==> src/rtl/io_bus_arbiter.sv <==
// io_bus_arbiter: two-master round-robin arbiter for the shared 16-bit DMA/IO slave bus
module io_bus_arbiter #(
  parameter int MAX_BURST = 4
) (
  input  logic        clk,
  input  logic        rst_n,
  input  logic        m0_req,
  input  logic        m0_we,
  input  logic [13:0] m0_adr,
  input  logic [15:0] m0_wdata,
  output logic        m0_gnt,
  output logic        m0_rvalid,
  output logic [15:0] m0_rdata,
  input  logic        m1_req,
  input  logic        m1_we,
  input  logic [13:0] m1_adr,
  input  logic [15:0] m1_wdata,
  output logic        m1_gnt,
  output logic        m1_rvalid,
  output logic [15:0] m1_rdata,
  output logic        dma_io_we,
  output logic [13:0] dma_io_wadr,
  output logic [15:0] dma_io_wdata,
  output logic [13:0] dma_io_radr,
  input  logic [15:0] dma_io_rdata
);
  typedef enum logic [1:0] {IDLE, GNT0, GNT1} state_t;
  localparam logic [3:0] LAST = 4'(MAX_BURST - 1);
  state_t      state;
  logic [3:0]  burst_cnt;
  logic        last_served, rd_pend, rd_owner;
  logic        cur, own_req, oth_req, beat, we_sel;
  logic [13:0] adr_sel;
  logic [15:0] wdata_sel;
  assign m0_gnt    = state == GNT0;
  assign m1_gnt    = state == GNT1;
  assign m0_rvalid = rd_pend & ~rd_owner;
  assign m1_rvalid = rd_pend & rd_owner;
  assign m0_rdata  = m0_rvalid ? dma_io_rdata : '0;
  assign m1_rdata  = m1_rvalid ? dma_io_rdata : '0;
  // Route the current owner's qualifiers to the slave; IDLE drives zeros
  always_comb begin
    cur          = state == GNT1;
    own_req      = cur ? m1_req : m0_req;
    oth_req      = cur ? m0_req : m1_req;
    beat         = (state != IDLE) & own_req;
    we_sel       = (state == IDLE) ? 1'b0 : cur ? m1_we : m0_we;
    adr_sel      = (state == IDLE) ? '0 : cur ? m1_adr : m0_adr;
    wdata_sel    = (state == IDLE) ? '0 : cur ? m1_wdata : m0_wdata;
    dma_io_we    = beat & we_sel;
    dma_io_wadr  = adr_sel;
    dma_io_radr  = adr_sel;
    dma_io_wdata = wdata_sel;
  end
  // Grant FSM with bounded bursts, plus read-return tagging for the 1-cycle slave
  always_ff @(posedge clk or negedge rst_n) begin
    if (!rst_n) begin
      state       <= IDLE;
      burst_cnt   <= '0;
      last_served <= 1'b1;
      rd_pend     <= 1'b0;
      rd_owner    <= 1'b0;
    end else begin
      rd_pend  <= beat & ~we_sel;
      rd_owner <= cur;
      if (state == IDLE) begin
        burst_cnt <= '0;
        if (m0_req & (~m1_req | last_served)) state <= GNT0;
        else if (m1_req) state <= GNT1;
      end else if (!own_req || (burst_cnt == LAST && oth_req)) begin
        last_served <= cur;
        burst_cnt   <= '0;
        state       <= oth_req ? (cur ? GNT0 : GNT1) : IDLE;
      end else if (burst_cnt != LAST) begin
        burst_cnt <= burst_cnt + 4'd1;
      end
    end
  end
endmodule
==> config.mk <==
export PLATFORM = sky130hd
export DESIGN_NAME = io_bus_arbiter
export DESIGN_NICKNAME = d
export VERILOG_FILES = /design/src/rtl/io_bus_arbiter.sv
export SDC_FILE = /design/constraint.sdc
export NUM_CORES = 1
export LEC_CHECK = 0
export BUFFER_PORTS_ARGS = -buffer_cell sky130_fd_sc_hd__buf_4
export CORE_ASPECT_RATIO = 1.5
export CORE_MARGIN = 5
export CORE_UTILIZATION = 30
export DETAILED_ROUTE_END_ITERATION = 7
export GPL_ROUTABILITY_DRIVEN = 0
export GPL_TIMING_DRIVEN = 0
export PLACE_DENSITY = 0.85
export SETUP_SLACK_MARGIN = 0.02
export SYNTH_ARGS = -nofsm -noshare
export SYNTH_HDL_FRONTEND = slang
export SYNTH_SLANG_ARGS = --single-unit
==> constraint.sdc <==
create_clock -name clk -period 1.85 [get_ports clk]
set_input_delay 0.37 -clock clk [delete_from_list [all_inputs] [get_ports clk]]
set_output_delay 0.37 -clock clk [all_outputs]
set_load 0.03 [all_outputs]
==> metrics.yaml <==
status: "finished, violations left"
violations: "setup timing"
vias: 1759
grt_overflow: 0
syn_area_um2: 1116
ys_seq_elements: 9
synth_cell_types: 32
slew_viol_final: 0
ys_top_cells_by_count: "a22o_1, buf_4, and2_1"
end_kind: "output port"
critical_path_class: "flip-flop to output port"
grt_max_degree: 12
reg2reg_depth: 4
critPathRequiredTime_ns: 1.48
drive_gt1_frac: 0.6840
final.setup.worst_slack_ns: -0.03949
synth_top_family_by_area: "compound AO/OA/AOI/OAI gates"
rsz0062_at_grt: "true"
tightest_slew_ns: 0.3672
dpl.cell_count: 338
nets: 391
drt-pass1-iter-count: 4
io_pins: 163
rr_endpoint: "state[0]"
numCtsBuffers: 3
synth-main-ff-cell: "dfrtp_1"
yosysWarnings: 0
clkTransAtPathRegs_ns: 0.04
synth_cells: 133
drc: 0
hold_path_class: "primary input to flip-flop"
dp_hpwl_um: 4703
dieArea_um2: 5065
fmax_mhz: 529.2
ys_seq_area_frac: 0.2029
synth-compound-area-share: 0.3296
whs_ns: 0.4166
max-slew-margin-rel: 0.7550
synth_edf_count: 0
cp_slowest_cell: "dfrtp_1"
diodes: 0
antenna_left: 0
maxCapViolCount: 0
r2r_slack_ns: 0.33
synth_fa_ha_area_frac: 0.01121
skew_ns: 0.001189
power_leakage_nw: 1.520
pre_cts_ws_ns: 0.02672
yosysMostFrequentCell: "a22o_1"
stdcell_area_um2: 2681
async_flop_share: 1.000
synth_xor_area_frac: 0.007848
finalHoldViolations: 0
worstSetupStartpoint: "state[0]"
drt-vias-per-instance: 5.026
initial_core_util: 0.3059
synthToLayoutAreaGrowth_pct: 140.2
fin_crit_ns: 1.889
synth_top_area_cell: "a22o_1"
ir_worst_vdd_mv: 0.5291
syn_area_per_cell_um2: 8.392
setup_viol: 1
antenna_found_initial: 0
fin_cells: 350
cp_data_arrival_time_ns: 1.52
postRouteWirelength_um: 6003
dr.first_iter.drc_count: 77
tritoncts: "done"
cts_sinks: 9
synthMuxAreaShare: 0.02018
portBuffers: 162
htreeDepth: 1
core_region_area_um2: 3649
wl_per_cell_um: 17.15
synthTopCellsByArea: "a22o_1, dfrtp_1, buf_4"
hold-path-endpoint: "state[0]"
r2r-start: "burst_cnt[0]"
hold_depth: 2
cp_common_cell: "buf_6"
yosys.area_share.simple: 0.2735
cp-start-kind: "flip-flop"
clkLatencyLatePin_ns: 0.23
cts_max_path_buffers: 2
grt_pass1_wl_um: 8238
die_h_um: 84.70
grt_pass1_vias: 1767
hp-start: "m0_req"
die_x_um: 59.80
power_density_nw_per_um2: 699.0
root_buffer: "clkbuf_8"
utilization: 0.7349
crit_fanout: 7
synth_nets: 216
cp_slowest_stage_delay_ns: 0.42
rows: 27
fin_crit_sh: 1.021
grtUsageTotal: 0.2052
synth_top_area_frac: 0.2354
placed_area_um2: 2386
crit_chain: "buf_6, clkbuf_16, a22o_1, buf_4, buf_6"
## cells in the final DEF, fill, tap and decap left out, drive strengths merged
cell           n
a21boi         1
a21o           1
a21oi          4
a221o          1
a22o          30
a22oi          1
and2          17
and3          16
buf          190
clkbuf         8
dfrtp          8
dfstp          1
dlygate4sd3    1
ha             1
inv            2
mux2           2
nand2          3
nand2b         1
nand3          2
nand3b         1
nor2           4
nor2b          3
nor3b          1
o2111ai        2
o21ai          1
o2bb2ai        1
o311a          1
o31ai          1
or2            1
xor2           1
## flip-flops by register name, indices dropped and copies added, names as in the netlist
name and cells:
last_served 1, burst_cnt 4, rd_owner 1, state 2, rd_pend 1
## per-layer routing
layer / wire (um) / global-route usage / share of wire
met1: 1919 / 0.2063 / 0.32
met2: 3272 / 0.3888 / 0.55
met3: 654 / 0.04769 / 0.11
met4: 157 / 0.07056 / 0.026
met5: 0 / 0 / 0
## cell families (layout without fill, tap and decap cells)
| group | count (synthesis) | after routing |
|---|---|---|
| AOI/OAI and AO/OA | 44 | 44 |
| muxes | 2 | 2 |
| adders and majority gates | 1 | 1 |
| DFF | 9 | 9 |
| xor gates and xnor gates | 1 | 1 |
| buffers and inverters | 27 | 201 |
| and+or+nand+nor | 49 | 49 |
## how the worst max path moves through the flow
stage | to | slack, ns | depth (start not counted)
global placement | dma_io_wadr[10] | 0.05 | 5
finish | dma_io_wadr[4] | -0.04 | 5
detailed placement | dma_io_wadr[11] | 0.03 | 5
floorplan | dma_io_wadr[10] | 0.09 | 4
CTS | dma_io_wadr[11] | -0.02 | 5
global route | dma_io_wadr[4] | -0.06 | 5
## power breakdown
part	internal (mW)	total (mW)	switching, mW
clock	0.150	0.231	0.0808
combinational	0.655	1.38	0.728
sequential	0.228	0.260	0.0324
total	1.03	1.87	0.841
## layout make-up
| type | instances | area [um^2] |
|---|---|---|
| timing repair buffer | 175 | 1415 |
| clock buffer | 4 | 45.04 |
| tap | 43 | 53.80 |
| inverter | 2 | 7.507 |
| multi-input combinational | 97 | 759.5 |
| fill | 276 | 967.2 |
| sequential | 9 | 229.0 |
| buffer | 20 | 171.4 |
## stage by stage
step | total power [mW] | setup TNS (ns)
6_report | 1.874 | -0.03949
5_1_grt | 1.964 | -0.2186
3_3_place_gp | 1.478 | 0
2_1_floorplan | 0.9887 | 0
3_5_place_dp | 1.492 | 0
4_1_cts | 1.791 | -0.09681
## repair_timing
action                                  4_1_cts  5_1_grt
endpoints found under the setup margin       53       50
hold buffers                                  1        0
buffers inserted                              3        7
gates cloned                                  0        2
gates resized for setup                      23       19
hold endpoints to repair                      8        0
pin swaps                                     7        5
## worst max-delay path, delay by kind of cell (launching register included)
| family | cells | cell delay [ns] |
|---|---|---|
| buffers and inverters | 4 | 0.61 |
| DFF | 1 | 0.42 |
| AOI/OAI and AO/OA | 1 | 0.25 |
No activity file was read; power rests on OpenSTA's default activity.
